### config.mk
export PLATFORM = sky130hd
export DESIGN_NAME = mem_data_arbiter
export DESIGN_NICKNAME = d
export VERILOG_FILES = /design/src/rtl/mem_data_arbiter.sv
export SDC_FILE = /design/constraint.sdc
export NUM_CORES = 1
export LEC_CHECK = 0
export ABC_AREA = 1
export CORE_MARGIN = 3
export CORE_UTILIZATION = 34
export DETAILED_ROUTE_END_ITERATION = 8
export PLACE_DENSITY_LB_ADDON = 0.15
export SYNTH_ARGS = -nofsm -noshare
export SYNTH_HDL_FRONTEND = slang
export SYNTH_SLANG_ARGS = --single-unit
### constraint.sdc
create_clock -name clk -period 2 [get_ports clk]
set_input_delay 0.3 -clock clk [delete_from_list [all_inputs] [get_ports clk]]
set_output_delay 0.3 -clock clk [all_outputs]
set_load 0.02 [all_outputs]
### src/rtl/mem_data_arbiter.sv
// mem_data_arbiter: shares one single-port data memory (async read, negedge write)
// between port A (CPU load/store) and port B (debug loader / DMA) using req/ack
// handshakes, round-robin arbitration, one ACCESS cycle then one RESP cycle.
// Optional build macro: MEM_ARB_FIXED_PRIO_EN -- port A always wins a tie.
module mem_data_arbiter #(
   parameter int unsigned p_DATA_MEM_SIZE = 1024,
   parameter int unsigned p_WORD_LEN      = 16,
   parameter int unsigned p_ADDR_LEN      = 16
) (
   input  logic                  clk,
   input  logic                  rst,
   input  logic                  a_req,
   input  logic                  a_we,
   input  logic [p_ADDR_LEN-1:0] a_addr,
   input  logic [p_WORD_LEN-1:0] a_wdata,
   output logic                  a_ack,
   output logic [p_WORD_LEN-1:0] a_rdata,
   output logic                  a_err,
   input  logic                  b_req,
   input  logic                  b_we,
   input  logic [p_ADDR_LEN-1:0] b_addr,
   input  logic [p_WORD_LEN-1:0] b_wdata,
   output logic                  b_ack,
   output logic [p_WORD_LEN-1:0] b_rdata,
   output logic                  b_err,
   output logic [p_ADDR_LEN-1:0] mem_address,
   output logic [p_WORD_LEN-1:0] mem_dataIn,
   output logic                  mem_writeEn,
   input  logic [p_WORD_LEN-1:0] mem_dataOut,
   output logic                  busy
);

   localparam int unsigned IDX_LEN = $clog2(p_DATA_MEM_SIZE);
   localparam logic        OWN_A   = 1'b0;
   localparam logic        OWN_B   = 1'b1;

   typedef enum logic [1:0] {
      S_IDLE   = 2'd0,
      S_ACCESS = 2'd1,
      S_RESP   = 2'd2
   } state_t;

   state_t                state_q;
   state_t                state_d;
   logic                  owner_q;
   logic                  owner_d;
   logic                  last_q;
   logic                  last_d;
   logic [p_WORD_LEN-1:0] rdata_q;
   logic                  err_q;

   logic [p_ADDR_LEN-1:0] own_addr;
   logic [p_WORD_LEN-1:0] own_wdata;
   logic                  own_we;
   logic                  own_err;

   // Select the granted requester's transaction fields
   assign own_addr  = (owner_q == OWN_B) ? b_addr  : a_addr;
   assign own_wdata = (owner_q == OWN_B) ? b_wdata : a_wdata;
   assign own_we    = (owner_q == OWN_B) ? b_we    : a_we;
   // Any address bit above the implemented index range marks the access out of range
   assign own_err   = ((own_addr >> IDX_LEN) != '0);

   // State, owner and last-grant registers
   always_ff @(posedge clk) begin
      if (rst) begin
         state_q <= S_IDLE;
         owner_q <= OWN_A;
         last_q  <= OWN_B;
      end else begin
         state_q <= state_d;
         owner_q <= owner_d;
         last_q  <= last_d;
      end
   end

   // Capture read data and range flag at the end of the ACCESS cycle
   always_ff @(posedge clk) begin
      if (rst) begin
         rdata_q <= '0;
         err_q   <= 1'b0;
      end else if (state_q == S_ACCESS) begin
         rdata_q <= (!own_we && !own_err) ? mem_dataOut : '0;
         err_q   <= own_err;
      end
   end

   // Next-state and arbitration decision
   always_comb begin
      state_d = state_q;
      owner_d = owner_q;
      last_d  = last_q;
      case (state_q)
         S_IDLE: begin
            if (a_req || b_req) begin
               if (a_req && b_req) begin
`ifdef MEM_ARB_FIXED_PRIO_EN
                  owner_d = OWN_A;
`else
                  owner_d = ~last_q;
`endif
               end else begin
                  owner_d = b_req ? OWN_B : OWN_A;
               end
               last_d  = owner_d;
               state_d = S_ACCESS;
            end
         end
         S_ACCESS: state_d = S_RESP;
         S_RESP:   state_d = S_IDLE;
         default:  state_d = S_IDLE;
      endcase
   end

   // Memory drive during ACCESS, ack/response decode during RESP
   always_comb begin
      mem_address = '0;
      mem_dataIn  = '0;
      mem_writeEn = 1'b0;
      a_ack       = 1'b0;
      a_err       = 1'b0;
      a_rdata     = '0;
      b_ack       = 1'b0;
      b_err       = 1'b0;
      b_rdata     = '0;
      busy        = (state_q != S_IDLE);
      case (state_q)
         S_ACCESS: begin
            mem_address = own_addr;
            mem_dataIn  = own_wdata;
            // rst blocks the negedge commit so a reset mid-access leaves memory intact
            mem_writeEn = own_we & ~own_err & ~rst;
         end
         S_RESP: begin
            if (!rst) begin
               if (owner_q == OWN_A) begin
                  a_ack   = 1'b1;
                  a_rdata = rdata_q;
                  a_err   = err_q;
               end else begin
                  b_ack   = 1'b1;
                  b_rdata = rdata_q;
                  b_err   = err_q;
               end
            end
         end
         default: ;
      endcase
   end

endmodule

Word level (Yosys, flattened, before mapping)

Index checks and enable logic that the tools add are counted.

Register bits after elaboration: 21
Bits in latches: 0
Memory bits (writable): 0
ROM bits: 0
Output and inout port bits: 70
Memories kept: 0

$add $sub $neg: 0
Multiply operators: 0
Div/mod/pow operators: 0
$lt $le $gt $ge: 0
Equal/unequal tests: 3
Shift operators: 0
Multiplexer cells: 29
Bitwise operators: 5
Reductions and logical operators: 9

Operator list:

| operator           | number |
|---|---|
| $mux 16            | 11 |
| $mux 1             | 16 |
| $reduce_bool 16->1 | 1 |
| $pmux 2 s2         | 1 |
| $not 1->1          | 3 |
| $and 1x1->1        | 2 |
| $eq 2x1->1 const B | 1 |
| $eq 2x2->1 const B | 1 |
| $logic_and 1x1->1  | 2 |
| $logic_not 1->1    | 2 |
| $logic_not 2->1    | 1 |
| $mux 2             | 1 |
| $ne 2x2->1 const B | 1 |
| $reduce_and 2->1   | 1 |
| $reduce_bool 2->1  | 1 |
| $logic_or 1x1->1   | 1 |

Logic depth before layout (Yosys ltp)

Gate-level depths: netlist (run 1).

Word-level depth: 6
Mapped depth: 10
Gate-level depth less buffers: 9

Worst setup path after synthesis (run 1)

Ideal clock, no wire load.

Path kind: reg2out
Start: register owner_q
End: output a_rdata[10]
Arrival: 1,555 ps
Slack: 145 ps
Cell stages (with the launch flop): 7
Cell sequence: dfxtp_1 > buf_6 > buf_6 > nor3_2 > inv_2 > buf_2 > nor2_1

Word-level cells in the longest chain between the ends: 3

RTL lines:

| item                   | line | RTL |
|---|---|---|
| from (decl)            | 45   | `logic owner_q;` |
| from (signal assigned) | 72   | `owner_q <= owner_d;` |
| $mux 16                | 136  | `if (owner_q == OWN_A) begin` |
| $mux 16                | 135  | `if (!rst) begin` |
| $mux 16                | 127  | `case (state_q)` |
| to (decl)              | 17   | `output logic [p_WORD_LEN-1:0] a_rdata,` |

Every way passes these cells.

Worst setup path in the final report (run 1)

Start: register owner_q
End: output mem_dataIn[1]

Word-level cells in the longest chain between the ends: 2

RTL lines:

| item      | line | RTL |
|---|---|---|
| $mux 16   | 59   | `assign own_wdata = (owner_q == OWN_B) ? b_wdata : a_wdata;` |
| $mux 16   | 127  |  |
| to (decl) | 27   | `output logic [p_WORD_LEN-1:0] mem_dataIn,` |

Every way passes these cells.

==> summary.txt, run 1 <==
================================================================================
Result of the run                                                   complete, no violations
Top cells by count, synth                                           nand2_1 (93), nor2_1 (58), inv_1 (48), a21oi_1 (47), dfxtp_1 (21)
Leading area contributor after synthesis                                 dfxtp_1
Worst Path Class, Setup                                                  reg2out
Classification of the worst-slack hold path                              reg2reg
Most common cell in the synthesized netlist                              nand2_1
Total wire length                                                        6620 um
Row cnt                                                                       25
Synth Instances                                                              318
Routed len/inst                                                          12.1 um
Total congestion overflow after global routing                                 0
Growth of design area from synthesis to finish                             89.0%
Effective utilization at floorplan                                         36.2%
Tightest slew margin relative to the limit                                 75.2%
Critical path data arrival time                                          1.61 ns
Number of max-capacitance violations reported                                  0
Ratio of cells with drive above 1 in the final layout                      15.7%
Number of detailed-routing iterations run before antenna repair                4
Final estimated routing congestion in global placement                     0.748
Number of hold buffers added after CTS                                         0
Max-slew violation count                                                       0
Worst clock skew                                                      0.00377 ns
Clock transition at the registers of the reported paths                  0.07 ns
Number of antenna violations at the first check in global routing              0
Worst Slack Setup Final                                                0.0920 ns
Ys Warns                                                                       0
Drt initial violations                                                       116
Final Hold Viols                                                               0
Number of nets still failing antenna checks after routing                      0
Count of clock tree sinks                                                     21
Slew @ Worst Pin                                                        0.372 ns
EDFF count, synth                                                              0
Sequential cell area in the final layout                                424 um^2
IO Port Bufs                                                                 155
Horiz. Die Dim                                                           77.9 um
Wire length of the first global-routing pass                           10,500 um
Synthesized area per cell                                              5.52 um^2
Total internal power                                                      855 uW
Clk Tree Root Cell                                                      clkbuf_8
Maximum level of the CTS H-tree                                                1
Largest fanout on the critical path                                           12
Maximum VDD drop                                                        0.368 mV
Post-Route Hold Slack                                                   0.461 ns
Via density per instance                                                    4.46
Sequential cell fraction of total power                                    33.7%
Final critical delay including setup and external delays                 1.91 ns
Post-Syn Area                                                          1760 um^2
Clock tree from TritonCTS                                                  built
Total power consumption of the routed design                             1290 uW
Minimum setup slack after placement                                    -0.361 ns
Ys async rst share                                                            0%
Vias post-DR                                                               2,434
Number of filler cells placed in the layout                                  452
Number of register bits inferred by synthesis                                 21
Share of the synthesized area in the top cell type                         23.9%
Post-synth net total                                                         404
Die Outline Area                                                       6070 um^2
Logic pwr share                                                            44.5%
Static Leak                                                           0.00169 uW
Final setup violating endpoints                                                0
Critical Path Source Type                                                   flop
Sequential share of the synthesized area                                   23.9%
Overall track demand over capacity in global routing                       21.0%
Core outline area                                                      4850 um^2
Main area contributors after synthesis                              dfxtp_1 (24%), nand2_1 (20%), a21oi_1 (13%)
Switching Power                                                           435 uW
Cell Pwr Density                                                     388 nW/um^2
Num ports                                                                    156
Number of global-route vias before repair                                  2,230
Post-synth cell types                                                         22
Die span in y                                                            77.9 um
CTS buffer count                                                               3
Drc violations                                                                 0
Maximum buffer depth of the clock tree                                         2
Required time of the critical path                                       1.70 ns
Net switching fraction of the power                                        33.7%
Clock latency on the worst-skew pair                                     0.26 ns
Post-route cell area                                                   3320 um^2
Worst Setup End Kind                                                  output pin
Area of the multi-input gates                                          1020 um^2
Peak Freq                                                                524 MHz
Number of nets in the final layout                                           566
Antenna diode count                                                            0
Placed cell area                                                       3420 um^2
Portion of total power attributed to the clock network                     21.8%
Maximum number of pins on one net before global-route repair                  27
HPWL after detailed placement                                            5200 um
Period Utilization, post-route                                             95.4%
Ys flop type                                                             dfxtp_1
Unrepaired setup endpoints after global routing                             true
================================================================================
worst paths after layout:
path | start | to | slack [ns] | depth (start not counted)
setup reg to reg | owner_q$_SDFFE_PP0P_ | rdata_q[4]$_SDFFE_PP0N_ | 0.59 | 6
hold reg to reg | last_q$_SDFFE_PP1P_ | last_q$_SDFFE_PP1P_ | 0.46 | 2
hold / removal | last_q$_SDFFE_PP1P_ | last_q$_SDFFE_PP1P_ | 0.46 | 2
setup / recovery | owner_q$_SDFFE_PP0P_ | mem_dataIn[1] | 0.09 | 6
state kept, by name, indices dropped and copies added (netlist names):
register	flops
rdata_q	16
state_q	2
err_q	1
last_q	1
owner_q	1
power by group through the flow:
stage / logic [uW] / registers (uW) / clock network [uW]
after floorplan: 285 / 440 / 0
after global placement: 591 / 444 / 0
after detailed placement: 598 / 444 / 0
after CTS: 577 / 435 / 288
after global routing: 625 / 436 / 310
final: 573 / 435 / 281
worst max-delay path, stage by stage, from the launching register on:
cell	delay (ns)
dfxtp_4	0.38
inv_6	0.09
buf_4	0.14
buf_4	0.17
nand2_1	0.06
a21oi_1	0.14
dlygate4sd2_1	0.37
metrics by stage:
step,cells,setup TNS (ns),utilization [%]
6_report,546,0,68.5
5_1_grt,546,-0.0844,68.5
4_1_cts,542,-0.512,70.7
3_5_place_dp,538,-10.23,70.5
3_3_place_gp,538,-8.69,70.5
2_1_floorplan,318,0,-
area by class of cell:
class                           count  share of cell area, %
Clock buffer                        3                   1.24
Clock inverter                      1                  0.151
Inverter                           51                   6.14
Multi-Input combinational cell    225                   30.7
Sequential cell                    21                   12.8
Tap cell                           67                   2.52
Timing Repair Buffer              176                   46.2
Timing Repair inverter              2                  0.339
cell families after synthesis:
| logic type | synth area share (%) |
|---|---|
| AO/OA/AOI/OAI | 14.0 |
| buffers and inverters | 18.6 |
| flip-flops | 23.9 |
| AND/OR/NAND/NOR | 43.5 |
cell usage in the layout, fill, tap and decap left out, drive strengths merged:
cell type       n
a21oi          47
and2            1
and3            1
buf            29
clkbuf         32
clkdlybuf4s15   1
clkdlybuf4s50  85
clkinv          3
dfxtp          21
dlygate4sd2    24
dlymetal6s2s    8
inv            51
nand2          95
nand3           1
nand4          16
nor2           60
nor3            2
o21ai           2
layer usage:
| metal | global-route usage, % | vias to the layer above | routed length, um |
|---|---|---|---|
| met4 | 2.67 | 0 | 36 |
| met1 | 23.7 | 1057 | 2660 |
| met5 | 0 | - | 0 |
| met3 | 6.26 | 4 | 463 |
| met2 | 39.3 | 80 | 3450 |
| li1 | - | 1293 | - |
repair_timing:
action                     CTS  global route
setup endpoints to repair   66            46
buffers inserted             0             2
resized for setup           90            70
hold endpoints to repair     0             0
cloned                       0             2
pin swaps                    0             2
No activity file was read; power rests on OpenSTA's default activity.
==> run 2: changes to the inputs <==
==> constraint.sdc (replaced) <==
create_clock -name clk -period 2 [get_ports clk]
set_input_delay 0.3 -clock clk [delete_from_list [all_inputs] [get_ports clk]]
set_output_delay 0.3 -clock clk [all_outputs]
set_load 0.05 [all_outputs]
==> summary.txt, run 2 (same netlist as run 1, synthesis figures left out) <==
==================================================================================
Crit path depth                                                                  5   was 6
Static Leak                                                             0.00173 uW   was 0.00169 uW
Routed len/inst                                                            17.8 um   was 12.1 um
Via density per instance                                                      5.16   was 4.46
Max-slew violation count                                                         0   unchanged
Number of max-capacitance violations reported                                    0   unchanged
Critical-path top delay cell                                          clkdlybuf4s50_1   was dfxtp_4
Total wire length                                                          9570 um   was 6620 um
Wire length of the first global-routing pass                             12,800 um   was 10,500 um
IO Port Bufs                                                                   155   unchanged
Maximum number of pins on one net before global-route repair                    38   was 27
Non-filler cells, final                                                        539   was 546
Highest cell delay on the worst timing path                                0.53 ns   was 0.38 ns
CTS buffer count                                                                 3   unchanged
Clock latency on the worst-skew pair                                       0.27 ns   was 0.26 ns
Result of the run                                                     complete, no violations   unchanged
Inst Count DP                                                                  529   was 538
Final Hold Viols                                                                 0   unchanged
Worst clock skew                                                        0.00555 ns   was 0.00377 ns
Worst Path Class, Setup                                                     in2out   was reg2out
Post-Route Hold Slack                                                     0.475 ns   was 0.461 ns
Drt initial violations                                                         159   was 116
Classification of the worst-slack hold path                                reg2reg   unchanged
Worst Setup End Kind                                                    output pin   unchanged
Critical path buffers and inverters                                              3   was 4
Effective utilization at floorplan                                           36.2%   unchanged
Maximum VDD drop                                                          0.311 mV   was 0.368 mV
Horiz. Die Dim                                                             77.9 um   unchanged
Final estimated routing congestion in global placement                       0.823   was 0.748
Vias post-DR                                                                 2,779   was 2,434
Number of antenna violations at the first check in global routing                0   unchanged
Slew @ Worst Pin                                                          0.521 ns   was 0.372 ns
Growth of design area from synthesis to finish                                152%   was 89.0%
Final critical delay including setup and external delays                   2.00 ns   was 1.91 ns
Number of nets in the final layout                                             559   was 566
Cell Pwr Density                                                       362 nW/um^2   was 388 nW/um^2
Number of nets still failing antenna checks after routing                        0   unchanged
Tightest slew margin relative to the limit                                   65.2%   was 75.2%
Ratio of cells with drive above 1 in the final layout                        31.8%   was 15.7%
Flip-flop count of the largest register, all copies and words added             16   unchanged
Most common library cell in the layout ignoring fill and taps              nand2_1   unchanged
Required time of the critical path                                         1.70 ns   about the same
HPWL after detailed placement                                              6450 um   was 5200 um
Crit path max-delay family                                            buffers and inverters   unchanged
Clock tree from TritonCTS                                                    built   unchanged
Critical Path Source Type                                               input port   was flop
Overall track demand over capacity in global routing                         26.5%   was 21.0%
Count of clock tree sinks                                                       21   unchanged
Maximum level of the CTS H-tree                                                  1   unchanged
Total congestion overflow after global routing                                   0   unchanged
Clk Tree Root Cell                                                        clkbuf_8   unchanged
Largest registers ranked by flip-flop count                           rdata_q (16), state_q (2)   unchanged
Top library cells by usage in the layout, fill and taps aside         nand2_1 (91), clkdlybuf4s50_1 (86), buf_12 (69), inv_1 (47), a21oi_1 (37)   was nand2_1 (92), clkdlybuf4s50_1 (85), nor2_1 (58), inv_1 (48), a21oi_1 (47)
Worst-path cell chain                                                 clkdlybuf4s50_1 > nor3_4 > inv_4 > nor2_2 > buf_12   was inv_6 > buf_4 > buf_4 > nand2_1 > a21oi_1 > dlygate4sd2_1
Layout Utilization                                                           91.2%   was 68.5%
Maximum buffer depth of the clock tree                                           2   unchanged
Register containing the most flip-flops in the final layout                rdata_q   unchanged
Antenna diode count                                                              0   unchanged
Drc violations                                                                   0   unchanged
Number of global-route vias before repair                                    2,611   was 2,230
Clock transition at the registers of the reported paths                    0.07 ns   about the same
Num ports                                                                      156   unchanged
Fin Setup TNS                                                                 0 ns   unchanged
Peak Freq                                                                  500 MHz   was 524 MHz
Worst Reg-to-Reg Cells                                                           6   unchanged
Critical path data arrival time                                            1.70 ns   was 1.61 ns
Die span in y                                                              77.9 um   unchanged
Total power consumption of the routed design                               1600 uW   was 1290 uW
Die Outline Area                                                         6070 um^2   unchanged
Row cnt                                                                         25   unchanged
Final setup violating endpoints                                                  0   unchanged
Hold Path Cell Cnt                                                               2   unchanged
Number of detailed-routing iterations run before antenna repair                  4   unchanged
Largest fanout on the critical path                                             17   was 12
Core outline area                                                        4850 um^2   unchanged
Period Utilization, post-route                                                100%   was 95.4%
==================================================================================
-- run 2: cell types whose count changed in the layout (fill, tap and decap cells not counted), moves of 12 or more --
| cell | previous run | this run |
|---|---|---|
| nor2_1 | 58 | 23 |
| buf_12 | 1 | 69 |
| nor2_4 | 1 | 24 |
| clkbuf_2 | 29 | 0 |
| dlygate4sd2_1 | 24 | 0 |
| nor2_2 | 0 | 12 |
-- run 2: what timing repair did --
item,in CTS,in global routing
pin swaps,0,1
buffers inserted,0,4
hold buffers,0,0
cloned,0,2
resized for setup,4,15
endpoints found under the setup margin,1,30
-- run 2: stage by stage --
stage / instance area [um^2] / setup slack [ns]
after global placement: 4250 / 0.0977
after floorplan: 2010 / -0.0562
after global routing: 4420 / -0.0239
after detailed placement: 4250 / 0.0213
final: 4420 / 0.000204
after CTS: 4310 / 0.0142
-- run 2: worst paths after layout --
path / slack, ns / end / startpoint
max reg2reg: 0.38 / rdata_q[7]$_SDFFE_PP0N_ / owner_q$_SDFFE_PP0P_
min: 0.47 / rdata_q[14]$_SDFFE_PP0N_ / rdata_q[14]$_SDFFE_PP0N_
max: 0.0002 / b_err / rst
min reg2reg: 0.47 / rdata_q[14]$_SDFFE_PP0N_ / rdata_q[14]$_SDFFE_PP0N_
-- run 2: area by class of cell --
cell class,count,area (um^2)
timing repair buffer,169,2350
inverter,51,233
multi-input combinational,225,1270
sequential,21,425
timing repair inverter,2,17.5
tap,67,83.8
fill,192,427
clock buffer,3,41.3
clock inverter,1,5.00
-- run 2: worst min-delay path: cells and delay by family, from the launching register on --
| kind | cells | cell delay [ns] |
|---|---|---|
| AOI/OAI and AO/OA | 1 | 0.06 |
| DFF | 1 | 0.32 |
| and+or+nand+nor | 1 | 0.06 |
-- run 2: per-layer routing --
layer	wire (um)	share of wire (%)	GRT usage (%)
met3	704	7.4	6.15
met2	5140	54	53.1
met5	0	0	0
met1	3250	34	25.9
met4	480	5.0	9.61
-- run 2: report_power, final --
part	total [uW]	switching, uW	internal, uW
combinational	878	474	404
clock	286	147	139
sequential	438	10.7	427
total	1600	632	971
